$ cat src/rtl/tx_arb_pkg.sv
// tx_arb_pkg: shared types and constants for the TX FIFO arbiter
package tx_arb_pkg;

    localparam int NUM_REQ = 2;

    typedef enum logic {
        IDLE,
        BUSY
    } state_t;

    typedef logic [0:0] req_id_t;

endpackage

$ cat src/rtl/arb_idle_timer.sv
// arb_idle_timer: saturating owner-stall counter with expiry flag; TIMEOUT_CYCLES=0 disables expiry
module arb_idle_timer #(
    parameter int TIMEOUT_CYCLES = 16
) (
    input  logic CLK_I,
    input  logic RST_I,
    input  logic CLR_I,
    input  logic INC_I,
    output logic EXPIRE_O
);

    localparam int W = TIMEOUT_CYCLES > 0 ? $clog2(TIMEOUT_CYCLES + 1) : 1;
    localparam logic [W-1:0] LIM = W'(TIMEOUT_CYCLES > 0 ? TIMEOUT_CYCLES - 1 : 0);

    logic [W-1:0] cnt;

    // count stall cycles, holding at all-ones instead of wrapping
    always_ff @(posedge CLK_I) begin
        if (RST_I || CLR_I)
            cnt <= '0;
        else if (INC_I && cnt != '1)
            cnt <= cnt + 1'b1;
    end

    assign EXPIRE_O = (TIMEOUT_CYCLES > 0) && (cnt == LIM);

endmodule

$ cat src/rtl/tx_fifo_arbiter.sv
// tx_fifo_arbiter: packet-atomic round-robin sharing of the TX FIFO write port between two requesters
module tx_fifo_arbiter
    import tx_arb_pkg::*;
#(
    parameter int DBITS          = 8,
    parameter int TIMEOUT_CYCLES = 16
) (
    input  logic                     CLK_I,
    input  logic                     RST_I,
    input  logic [NUM_REQ-1:0]       REQ_VALID_I,
    input  logic [NUM_REQ*DBITS-1:0] REQ_DATA_I,
    input  logic [NUM_REQ-1:0]       REQ_LAST_I,
    output logic [NUM_REQ-1:0]       REQ_READY_O,
    output logic                     FIFO_WE_O,
    output logic [DBITS-1:0]         FIFO_W_DATA_O,
    input  logic                     FIFO_FULL_I,
    input  logic                     FIFO_HALF_FULL_I,
    output logic [NUM_REQ-1:0]       GRANT_O,
    output logic                     TIMEOUT_O,
    output logic                     TIMEOUT_ID_O
);

    state_t             state, state_nxt;
    req_id_t            owner, owner_nxt, rr_last, rr_last_nxt;
    logic [NUM_REQ-1:0] eligible;
    logic               busy, own_valid, expire;

    assign busy      = state == BUSY;
    assign own_valid = REQ_VALID_I[owner];

    // bulk traffic backs off at half-full so debug responses keep headroom
    assign eligible = {REQ_VALID_I[1] & ~FIFO_FULL_I & ~FIFO_HALF_FULL_I,
                       REQ_VALID_I[0] & ~FIFO_FULL_I};

    assign GRANT_O       = {busy & owner, busy & ~owner};
    assign REQ_READY_O   = GRANT_O & {NUM_REQ{~FIFO_FULL_I}};
    assign FIFO_WE_O     = busy & own_valid & ~FIFO_FULL_I;
    assign FIFO_W_DATA_O = !FIFO_WE_O ? '0 : owner ? REQ_DATA_I[DBITS +: DBITS] : REQ_DATA_I[0 +: DBITS];
    assign TIMEOUT_O     = busy & ~own_valid & expire;
    assign TIMEOUT_ID_O  = TIMEOUT_O & owner;

    // a full FIFO with valid high is back-pressure, not a stall, so valid alone clears the count
    arb_idle_timer #(
        .TIMEOUT_CYCLES(TIMEOUT_CYCLES)
    ) u_timer (
        .CLK_I   (CLK_I),
        .RST_I   (RST_I),
        .CLR_I   (~busy | own_valid),
        .INC_I   (busy & ~own_valid),
        .EXPIRE_O(expire)
    );

    // register FSM state, current owner and round-robin history
    always_ff @(posedge CLK_I) begin
        if (RST_I) begin
            state   <= IDLE;
            owner   <= '0;
            rr_last <= 1'b1;
        end else begin
            state   <= state_nxt;
            owner   <= owner_nxt;
            rr_last <= rr_last_nxt;
        end
    end

    // grant in IDLE; release on accepted LAST or watchdog expiry in BUSY
    always_comb begin
        state_nxt   = state;
        owner_nxt   = owner;
        rr_last_nxt = rr_last;
        if (!busy && |eligible) begin
            state_nxt = BUSY;
            owner_nxt = &eligible ? ~rr_last : req_id_t'(eligible[1]);
        end
        if (busy && ((FIFO_WE_O && REQ_LAST_I[owner]) || TIMEOUT_O)) begin
            state_nxt   = IDLE;
            rr_last_nxt = owner;
        end
    end

endmodule
$ cat config.mk
export PLATFORM = sky130hd
export DESIGN_NAME = tx_fifo_arbiter
export DESIGN_NICKNAME = d
export VERILOG_FILES = /design/src/rtl/tx_arb_pkg.sv /design/src/rtl/arb_idle_timer.sv /design/src/rtl/tx_fifo_arbiter.sv
export SDC_FILE = /design/constraint.sdc
export NUM_CORES = 1
export LEC_CHECK = 0
export ABC_CLOCK_PERIOD_IN_PS = 3700
export CORE_MARGIN = 3
export CORE_UTILIZATION = 24
export DETAILED_ROUTE_END_ITERATION = 6
export HOLD_SLACK_MARGIN = 0.03
export SYNTH_ARGS = -nofsm -noshare
export SYNTH_HDL_FRONTEND = slang
export SYNTH_SLANG_ARGS = --single-unit
$ cat constraint.sdc
create_clock -name CLK_I -period 3.7 [get_ports CLK_I]
set_input_delay 0.37 -clock CLK_I [delete_from_list [all_inputs] [get_ports CLK_I]]
set_output_delay 0.37 -clock CLK_I [all_outputs]
set_load 0.05 [all_outputs]
; ---- After elaboration in Yosys (flattened, before gate mapping)
; Index checks and enable logic that the tools add are counted.
[word_totals]
reg_bits = 8
input_bits = 24
output_inout_bits = 15
elab_cells = 43
[classes]
n_addsub = 1
magnitude_cmp = 1
n_eq_ne = 2
muxes = 7
bitwise = 18
reduce_logical = 10
[op_table]
columns = cell, n
row1 = 8-bit two-way mux, 2
row2 = 1-bit bitwise AND, 10
row3 = 1-bit inverter, 6
row4 = "5-bit by 1-bit adder with 5-bit output, second input constant", 1
row5 = "5-bit by 4-bit == test with 1-bit output, second input constant", 1
row6 = 1-bit two-way mux, 5
row7 = "5-bit != test, second input constant", 1
row8 = 1-bit logical AND, 4
row9 = 2-bit OR reduction, 2
row10 = 2-bit bitwise AND, 1
row11 = 1-bit logical OR, 2
row12 = "1-bit by 2-bit < comparator with 1-bit output, second input constant", 1
row13 = 2-bit AND reduction, 1
row14 = 1-bit zero test, 1
row15 = 1-bit OR, 1

; ---- Logic depth before layout (Yosys ltp)
; Gate-level depths: netlist (run 1).
[depth]
word_depth = 8
ltp_mapped = 6
mapped_depth_nobuf = 6

; ---- Cells and area by module
; A second synthesis (run 1) with hierarchy kept.
[hier_totals]
hier_cells = 75
hier_area_um2 = 613.1
[by_module_without_submodules]
columns = mod, instances, cells_each, area_per_inst_um2, seq_area_each_um2
row1 = tx_fifo_arbiter, 1, 48, 359.1, 60.1
row2 = arb_idle_timer, 1, 27, 254.0, 100.1

; ---- Worst setup path after synthesis (run 1)
; OpenSTA, ideal clock, no wires.
[synth_path]
path_kind = register to output
from = register u_timer.cnt[0]
to = output port TIMEOUT_ID_O
arrival_ns = 1.783
t_required_ns = 3.330
slack_ns = 1.547
stages_incl_launch_ff = 6
path_buffers = 0
path_cell_list = dfxtp_1 ha_1 and3_1 ha_1 and3_1 and2_1
[synth_between]
elab_chain_len = 3
[synth_rtl]
columns = item, line_no
row1 = from (decl), arb_idle_timer.sv:15  ; logic [W-1:0] cnt;
row2 = from (signal assigned), arb_idle_timer.sv:22  ; cnt <= cnt + 1'b1;
row3 = 5-bit by 4-bit == test with 1-bit output, arb_idle_timer.sv:25  ; assign EXPIRE_O = (TIMEOUT_CYCLES > 0) && (cnt == LIM);
row4 = 1-bit bitwise AND, tx_fifo_arbiter.sv:39  ; assign TIMEOUT_O = busy & ~own_valid & expire;
row5 = via TIMEOUT_O, tx_fifo_arbiter.sv:19  ; output logic TIMEOUT_O,
row6 = 1-bit bitwise AND, tx_fifo_arbiter.sv:40  ; assign TIMEOUT_ID_O = TIMEOUT_O & owner;
row7 = to (decl), tx_fifo_arbiter.sv:20  ; output logic TIMEOUT_ID_O
; The timed path passes the listed nets, and every way through them passes these cells.

; ---- Final worst setup path (run 1)
[layout_path]
from = input port FIFO_FULL_I
to = output port FIFO_W_DATA_O[6]
[layout_between]
elab_chain_len = 3
[layout_rtl]
columns = item, line_no
row1 = from (decl), tx_fifo_arbiter.sv:16  ; input logic FIFO_FULL_I,
row2 = 1-bit inverter, tx_fifo_arbiter.sv:37  ; assign FIFO_WE_O = busy & own_valid & ~FIFO_FULL_I;
row3 = 1-bit bitwise AND, tx_fifo_arbiter.sv:37
row4 = 8-bit two-way mux, tx_fifo_arbiter.sv:38  ; assign FIFO_W_DATA_O = !FIFO_WE_O ? '0 : owner ? REQ_DATA_I[DBITS +: DBITS] : REQ_DATA_I[0 +: DBITS];
row5 = to (decl), tx_fifo_arbiter.sv:15  ; output logic [DBITS-1:0] FIFO_W_DATA_O,
; Every way passes these cells.

==> results.json, run 1 <==
{
  "n_fill_cell": 239,
  "wl_met2_um": 708,
  "wl_per_cell_um": 11.8,
  "worstSetupStartpointType": "primary input",
  "synth-compound-area-share_pct": 9.55,
  "firstDrtPassIters": 4,
  "synth_fa_ha_area_share_pct": 6.37,
  "multiInputGateArea_sq_um": 380,
  "synthMuxAreaShare_pct": 20.4,
  "crit_fanout": 10,
  "synth_edf_count": 0,
  "synth_top_area_share_pct": 27.2,
  "tns_ns": 0,
  "die_h_um": 55.6,
  "fin_area_sq_mm": 0.00101,
  "post-route-drc-count": 0,
  "ioPinCount": 39,
  "cts_buffer_depth": 2,
  "seqCellArea_sq_um": 160,
  "synth.most_common_cell": "nor2_1",
  "avgViaCountPerCell": 4.46,
  "yosys_warnings": 0,
  "dieWidth_um": 55.6,
  "worstMarginPinSlew_ns": 0.503,
  "routed_wirelength_um": 1650,
  "dr_total_vias": 625,
  "max_stage_delay_ns": 0.81,
  "diodes": 0,
  "crit_chain": "clkdlybuf4s50_1 -> nand2b_1 -> or2_1 -> nor2_1 -> clkdlybuf4s50_1",
  "placed_area_sq_um": 986,
  "synth_area_sq_um": 589,
  "top_layer": "met4",
  "min_period_ns": 2.74,
  "path_common_cell": "clkdlybuf4s50_1",
  "drv_cap": 0,
  "antenna_found_initial": 0,
  "grt_pass1_wl_um": 2830,
  "cp.required_ns": 3.33,
  "fin_total_pwr_uw": 222,
  "p_leak_nw": 0.390,
  "ys_seq_elements": 8,
  "synth.largest_area_cell": "dfxtp_1",
  "grt_setup_unrepaired": "false",
  "dieArea_sq_mm": 0.00309,
  "synth_cells": 73,
  "cts.sinks": 8,
  "setup_viol": 0,
  "ant_nets": 0,
  "track_usage_pct": 11.5,
  "drv_slew": 0,
  "path_buf_inv": 2,
  "fmax_ghz": 0.365,
  "synth_top_family_by_area": "simple AND/OR/NAND/NOR gates",
  "cts_resized": 0,
  "htreeDepth": 1,
  "synth_simple_gate_area_share_pct": 23.8,
  "post_cts_buffers": 0,
  "fin_crit_sh_pct": 74.0,
  "path_delay_family": "buffers and inverters",
  "synth_common_cells": "nor2_1, mux2i_1, dfxtp_1",
  "drtIter0Drc": 13,
  "clk_pin_slew_ns": 0.05,
  "numCtsBuffers": 3,
  "grt_pass1_vias": 650,
  "wl_met1_um": 777,
  "synth_async_sr_flop_share_pct": 0,
  "worst_setup_path_end_kind": "primary output",
  "portBuffers": 38,
  "globalplace.congestion": 0.773,
  "syn_area_per_cell_sq_um": 8.07,
  "critical_path_class": "primary input to primary output",
  "worstHoldPathType": "flop to flop",
  "synthDistinctLibCells": 21,
  "crit_slowest_cell": "clkdlybuf4s50_1",
  "fin_skew_ns": 0.00545,
  "synth.area.top_cells": "dfxtp_1, mux2i_1, nor2_1",
  "cts_hold_buf": 0,
  "rows": 17,
  "areaGrowthSynthToFinish_pct": 71.1,
  "grt_max_degree": 16,
  "status": "complete, no violations",
  "vdd_drop_max_mv": 0.182,
  "relSlewSlack_pct": 66.3,
  "hpwl_um": 1340,
  "ys_seq_area_share_pct": 27.2,
  "cts-root-buf": "clkbuf_4",
  "synth_nets": 100,
  "tritoncts": "yes",
  "route.met3.wl_um": 135,
  "yosys.area_share.xor_xnor_pct": 4.46,
  "core-area_sq_mm": 0.00228,
  "drive_above_1_share_pct": 4.46,
  "yosys_most_used_dff": "dfxtp_1",
  "finalHoldViolCount": 0,
  "powerDensity_mw_per_mm2": 220,
  "grt-ovfl-total": 0,
  "fin_nets": 141,
  "initial_core_util_pct": 25.9,
  "clock_latency_ns": 0.25,
  "arrival_ns": 2.37
}
==> power by group <==
part,total [mW],leakage (nW),switching (mW),internal [mW]
logic,0.0659,0.311,0.0303,0.0356
clock network,0.0662,0.0138,0.0292,0.0371
registers,0.0902,0.0649,0.00199,0.0882
total,0.222,0.390,0.0615,0.161
==> logic make-up after synthesis <==
family	Yosys count
AO/OA/AOI/OAI	7
XOR/XNOR	3
adder cells (fa/ha/maj)	3
buffers and inverters	9
flip-flops	8
multiplexers	12
AND/OR/NAND/NOR	31
==> cells in the final DEF, fill, tap and decap left out, drive strengths merged <==
master and count:
a2111oi 1, a211o 1, a21oi 3, and2 1
and3 2, buf 1, clkbuf 3, clkdlybuf4s50 38
dfxtp 8, ha 3, inv 6, mux2i 12
nand2b 2, nand3 1, nand4b 1, nor2 22
nor2b 1, o21ai 1, o21bai 1, or2 1
xnor2 1, xor2 2
==> path summary, 6_finish.rpt <==
path,startpoint,endpoint,slack [ns],cells past startpoint
setup reg to reg,u_timer.cnt[0]$_SDFFE_PP0P_,u_timer.cnt[3]$_SDFFE_PP0P_,2.16,6
hold / removal,u_timer.cnt[3]$_SDFFE_PP0P_,u_timer.cnt[3]$_SDFFE_PP0P_,0.52,2
hold reg to reg,u_timer.cnt[3]$_SDFFE_PP0P_,u_timer.cnt[3]$_SDFFE_PP0P_,0.52,2
setup / recovery,FIFO_FULL_I,FIFO_W_DATA_O[6],0.96,5
==> layout make-up <==
cell class / count / share of cell area [%]
Timing Repair Buffer: 39 / 38.5
Multi-Input combinational cell: 56 / 37.7
Sequential cell: 8 / 15.9
Tap cell: 28 / 3.47
Clock buffer: 3 / 2.23
Inverter: 6 / 2.23
==> state kept, by name (all words and copies together), names as in the netlist <==
name,count
busy,1
owner,1
rr_last,1
u_timer.cnt,5
==> stage by stage <==
| step | setup slack (ns) | utilization [%] | cells | hold slack [ns] |
|---|---|---|---|---|
| after floorplan | 1.55 | - | 73 | 0.442 |
| after global placement | 0.977 | 43.3 | 137 | 0.498 |
| after CTS | 0.954 | 44.3 | 140 | 0.525 |
| after global routing | 0.860 | 44.3 | 140 | 0.551 |
| final | 0.963 | 44.3 | 140 | 0.518 |
| after detailed placement | 0.961 | 43.3 | 137 | 0.509 |
==> worst min-delay path, stage by stage, from the launching register on <==
cell     delay (ns)
dfxtp_1        0.34
xor2_1         0.07
nor2_1         0.07
==> per-layer routing <==
| layer | GRT usage, % | vias up |
|---|---|---|
| li1 | - | 317 |
| met5 | 0 | - |
| met4 | 5.21 | 0 |
| met2 | 18.9 | 35 |
| met3 | 2.34 | 3 |
| met1 | 14.2 | 270 |
Power figures use the tool's default switching activity.
==> run 2: changes to the inputs <==
Settings changed: ABC_CLOCK_PERIOD_IN_PS 3700 to 2200.
Clock period 3.7 ns to 2.2 ns, I/O delays scaled along.
==> run 2 against run 1 <==
  * Combinational power is 81% higher
  * Clock power increased by 62%
  * Final area up 10%
  * Count of clock-buffer cells in the layout unchanged
  * Wire length down 2.4%
  * Critical path type is now flop to primary output
==> results.json, run 2 (synthesis gave the netlist of run 1 again) <==
{
  "largest_reg_flops": 5,
  "ioPinCount": 39,
  "fin_nets": 141,
  "core-area_sq_mm": 0.00228,
  "grt_max_degree": 11,
  "fin_area_sq_mm": 0.00111,
  "drv_slew": 0,
  "post_cts_buffers": 0,
  "tns_ns": 0,
  "relSlewSlack_pct": 67.1,
  "post-route-drc-count": 0,
  "ant_nets": 0,
  "cts-root-buf": "clkbuf_4",
  "final_cell_mix": "clkdlybuf4s50_1, nor2_1, mux2i_1",
  "dr_total_vias": 618,
  "initial_core_util_pct": 25.9,
  "grt_setup_unrepaired": "false",
  "worstSetupStartpointType": "flop",
  "internal_power_uw": 278,
  "cp.required_ns": 1.98,
  "track_usage_pct": 11.0,
  "globalplace.congestion": 0.788,
  "wl_per_cell_um": 11.5,
  "p_clk_share_pct": 28.2,
  "n_fill_cell": 214,
  "antenna_found_initial": 0,
  "r2r_cells": 4,
  "numCtsBuffers": 3,
  "min_period_ns": 2.05,
  "fmax_ghz": 0.488,
  "die_h_um": 55.6,
  "path_buf_inv": 2,
  "tritoncts": "yes",
  "worstHoldPathType": "flop to flop",
  "clock_latency_ns": 0.25,
  "diodes": 0,
  "finalHoldViolCount": 0,
  "grt_pass1_vias": 613,
  "hold_depth": 2,
  "routed_wirelength_um": 1610,
  "setup_viol": 0,
  "crit_slowest_cell": "clkdlybuf4s50_1",
  "htreeDepth": 1,
  "fin_skew_ns": 0.000854,
  "fin_crit_sh_pct": 93.0,
  "dieWidth_um": 55.6,
  "placed_area_sq_mm": 0.00109,
  "vdd_drop_max_mv": 0.258,
  "cts_buffer_depth": 2,
  "finalCoreUtilization_pct": 48.8,
  "p_leak_nw": 0.448,
  "portBuffers": 38,
  "hpwl_um": 1340,
  "top_register": "u_timer.cnt",
  "final_common_cell": "clkdlybuf4s50_1",
  "powerDensity_mw_per_mm2": 341,
  "arrival_ns": 1.83,
  "pwr-share-comb_pct": 31.3,
  "worstMarginPinSlew_ns": 0.492,
  "p_sw_uw": 101,
  "status": "complete, no violations",
  "cp_num_cells": 3,
  "crit_fanout": 10,
  "avgViaCountPerCell": 4.41,
  "drv_cap": 0,
  "crit_chain": "buf_4 -> nor2_1 -> clkdlybuf4s50_1",
  "dieArea_sq_mm": 0.00309,
  "path_delay_family": "buffers and inverters",
  "cts_hold_buf": 0,
  "worst_setup_path_end_kind": "primary output",
  "drive_above_1_share_pct": 17.0,
  "clk_pin_slew_ns": 0.05,
  "firstDrtPassIters": 3,
  "cts.sinks": 8,
  "rows": 17,
  "sequentialPowerShare_pct": 40.4,
  "switching_share_pct": 26.7,
  "grt-ovfl-total": 0,
  "max_stage_delay_ns": 0.69,
  "cts_resized": 0,
  "critical_path_class": "flop to primary output",
  "grt_pass1_wl_um": 2750,
  "areaGrowthSynthToFinish_pct": 88.5,
  "drtIter0Drc": 13
}
run 2: cell count changes in the layout (fill, tap and decap cells not counted), sizes merged:
cell and change:
buf +14, clkdlybuf4s50 -14
run 2: path summary, 6_finish.rpt:
path | slack (ns) | startpoint | to
worst min register to register | 0.52 | u_timer.cnt[4]$_SDFFE_PP0P_ | u_timer.cnt[4]$_SDFFE_PP0P_
worst max-delay path | 0.15 | owner$_SDFFE_PP0P_ | GRANT_O[0]
worst max register to register | 0.60 | owner$_SDFFE_PP0P_ | rr_last$_SDFFE_PP1P_
worst min-delay path | 0.52 | u_timer.cnt[4]$_SDFFE_PP0P_ | u_timer.cnt[4]$_SDFFE_PP0P_
run 2: power groups by stage:
stage | clock [mW] | combinational, mW | sequential [mW]
2_1_floorplan | 0 | 0.0537 | 0.154
3_3_place_gp | 0 | 0.118 | 0.156
3_5_place_dp | 0 | 0.119 | 0.156
4_1_cts | 0.115 | 0.120 | 0.153
5_1_grt | 0.123 | 0.126 | 0.153
6_report | 0.107 | 0.119 | 0.153
run 2: cell type report:
| cell class | count | area, sq um | share of cell area, % |
|---|---|---|---|
| Clock buffer | 3 | 22.5 | 2.03 |
| Timing Repair Buffer | 39 | 490 | 44.1 |
| Multi-Input combinational cell | 56 | 380 | 34.2 |
| Sequential cell | 8 | 160 | 14.4 |
| Tap cell | 28 | 35.0 | 3.15 |
| Inverter | 6 | 22.5 | 2.03 |
run 2: stage by stage:
stage,instances,hold slack [ns],total power [mW],worst slack (ns)
after floorplan,73,0.292,0.208,0.197
after global placement,137,0.494,0.274,0.311
after detailed placement,137,0.508,0.275,0.298
after CTS,140,0.524,0.388,0.126
after global routing,140,0.562,0.403,0.00862
final,140,0.518,0.379,0.153
run 2: routing by layer:
layer | up-vias | track usage (%) | share of wire [%]
met5 | - | 0 | 0
met4 | 0 | 5.21 | 0
met3 | 0 | 2.57 | 8.8
met2 | 32 | 17.2 | 42
met1 | 267 | 14.2 | 49
li1 | 319 | - | -
run 2: worst min-delay path: stages (launching register included):
cell     delay, ns
dfxtp_1       0.35
a21oi_1       0.07
nor2_1        0.07
==> run 3: changes to the inputs <==
Settings changed: REMOVE_ABC_BUFFERS set to 1.
==> run 3 against run 2 <==
  * First-iteration DRC count grew to 2.7 times the previous value
  * Critical path depth is 3 higher
  * Hold slack got worse by 0.0082 ns
  * Highest routed layer is now met4
  * Final cell count did not move
  * Sequential power is essentially flat
  * Via count grew 4.7%
  * Register-to-register slack improved by 0.04 ns
  * Count of clock-buffer cells in the layout did not move
  * Power is 1.2% higher
  * Critical endpoint is now TIMEOUT_ID_O
  * Final area did not move
==> results.json, run 3 (synthesis gave the netlist of run 1 again) <==
{
  "drtIter0Drc": 35,
  "antenna_found_initial": 0,
  "pwr-share-comb_pct": 31.3,
  "grt_setup_unrepaired": "false",
  "critical_path_class": "flop to primary output",
  "track_usage_pct": 11.2,
  "cts_resized": 0,
  "p_sw_uw": 105,
  "ioPinCount": 39,
  "drv_slew": 0,
  "core-area_sq_mm": 0.00228,
  "portBuffers": 38,
  "vdd_drop_max_mv": 0.303,
  "drv_cap": 0,
  "grt_pass1_vias": 606,
  "powerDensity_mw_per_mm2": 345,
  "dieWidth_um": 55.6,
  "routed_wirelength_um": 1690,
  "diodes": 0,
  "worstHoldPathType": "flop to flop",
  "cts_hold_buf": 0,
  "dieArea_sq_mm": 0.00309,
  "dr_total_vias": 647,
  "fin_skew_ns": 0.00215,
  "areaGrowthSynthToFinish_pct": 88.5,
  "tritoncts": "yes",
  "grt-ovfl-total": 0,
  "initial_core_util_pct": 25.9,
  "top_register": "u_timer.cnt",
  "globalplace.congestion": 0.806,
  "worstMarginPinSlew_ns": 0.499,
  "clock_latency_ns": 0.25,
  "min_period_ns": 1.95,
  "status": "complete, no violations",
  "internal_power_uw": 278,
  "setup.worst_path.end": "TIMEOUT_ID_O",
  "finalHoldViolCount": 0,
  "finalNonFillerCells": 140,
  "crit_slowest_cell": "dfxtp_1",
  "hpwl_um": 1420,
  "p_leak_nw": 0.448,
  "crit_chain": "ha_1 -> and3_1 -> ha_1 -> and3_1 -> and2_1 -> buf_12",
  "numCtsBuffers": 3,
  "ant_nets": 0,
  "hold_slack_ns": 0.510,
  "r2r_end": "rr_last$_SDFFE_PP1P_",
  "fin_nets": 141,
  "firstDrtPassIters": 4,
  "clk_pin_slew_ns": 0.05,
  "max_stage_delay_ns": 0.33,
  "worstSetupStartpointType": "flop",
  "die_h_um": 55.6,
  "post_cts_buffers": 0,
  "cts.sinks": 8,
  "rows": 17,
  "r2r_cells": 6,
  "fin_crit_sh_pct": 88.6,
  "sequentialPowerShare_pct": 39.8,
  "worst_setup_path_end_kind": "primary output",
  "largest_reg_flops": 5,
  "final_cell_mix": "clkdlybuf4s50_1, nor2_1, mux2i_1",
  "cts-root-buf": "clkbuf_4",
  "switching_share_pct": 27.5,
  "arrival_ns": 1.73,
  "tns_ns": 0,
  "htreeDepth": 1,
  "crit_path_start": "u_timer.cnt[0]$_SDFFE_PP0P_",
  "fmax_ghz": 0.513,
  "post-route-drc-count": 0,
  "wl_per_cell_um": 12.1,
  "crit_fanout": 3,
  "grt_pass1_wl_um": 2730,
  "p_clk_share_pct": 28.9,
  "r2r_slack_ns": 0.64,
  "cp.required_ns": 1.98,
  "hp-start": "u_timer.cnt[3]$_SDFFE_PP0P_",
  "avgViaCountPerCell": 4.62,
  "cts_buffer_depth": 2,
  "fin_area_sq_mm": 0.00111,
  "fin_total_pwr_uw": 383,
  "relSlewSlack_pct": 66.6,
  "final_common_cell": "clkdlybuf4s50_1",
  "placed_area_sq_mm": 0.00109,
  "setup_viol": 0,
  "r2r-start": "u_timer.cnt[0]$_SDFFE_PP0P_",
  "dpl.cell_count": 137,
  "drive_above_1_share_pct": 17.0,
  "grt_max_degree": 12
}
-- run 3: cell counts in the layout (fill, tap and decap cells not counted) --
Identical to the previous run, type by type.
-- run 3: worst max-delay path: cells and delay by family (launching register included) --
| family | cells | cell delay, ns |
|---|---|---|
| adder cells (fa/ha/maj) | 2 | 0.38 |
| AND/OR/NAND/NOR | 3 | 0.61 |
| buffers and inverters | 1 | 0.15 |
| flip-flops | 1 | 0.33 |
-- run 3: through the flow --
step | setup WS, ns | utilization [%]
after floorplan | -0.00399 | -
after global placement | 0.326 | 47.8
after detailed placement | 0.294 | 47.8
after CTS | 0.230 | 48.8
after global routing | 0.148 | 48.8
final | 0.250 | 48.8
-- run 3: how the worst min path moves through the flow --
| stage | end | cells after the start |
|---|---|---|
| after floorplan | owner$_SDFFE_PP0P_ | 1 |
| after global placement | u_timer.cnt[3]$_SDFFE_PP0P_ | 2 |
| after detailed placement | u_timer.cnt[3]$_SDFFE_PP0P_ | 2 |
| after CTS | u_timer.cnt[3]$_SDFFE_PP0P_ | 2 |
| after global routing | rr_last$_SDFFE_PP1P_ | 2 |
| final | u_timer.cnt[3]$_SDFFE_PP0P_ | 2 |
-- run 3: power by group through the flow --
stage	Combinational, mW	Clock, mW	Sequential [mW]
after floorplan	0.0486	0	0.156
after global placement	0.119	0	0.155
after detailed placement	0.120	0	0.155
after CTS	0.121	0.117	0.152
after global routing	0.128	0.124	0.153
final	0.120	0.111	0.152
-- run 3: cell type report --
type / instances / area [sq um]
inverters: 6 / 22.5
fillers: 211 / 1160
well taps: 28 / 35.0
multi-input cells: 56 / 380
flip-flops and latches: 8 / 160
clock buffers: 3 / 22.5
repair buffers: 39 / 490
-- run 3: routing by layer --
metal  GRT usage [%]  part of all wire, %  up-vias
li1                -                    -      322
met1            14.2                   46      281
met2            16.0                   41       38
met3            4.44                   11        6
met4            6.25                  1.6        0
met5               0                    0        -
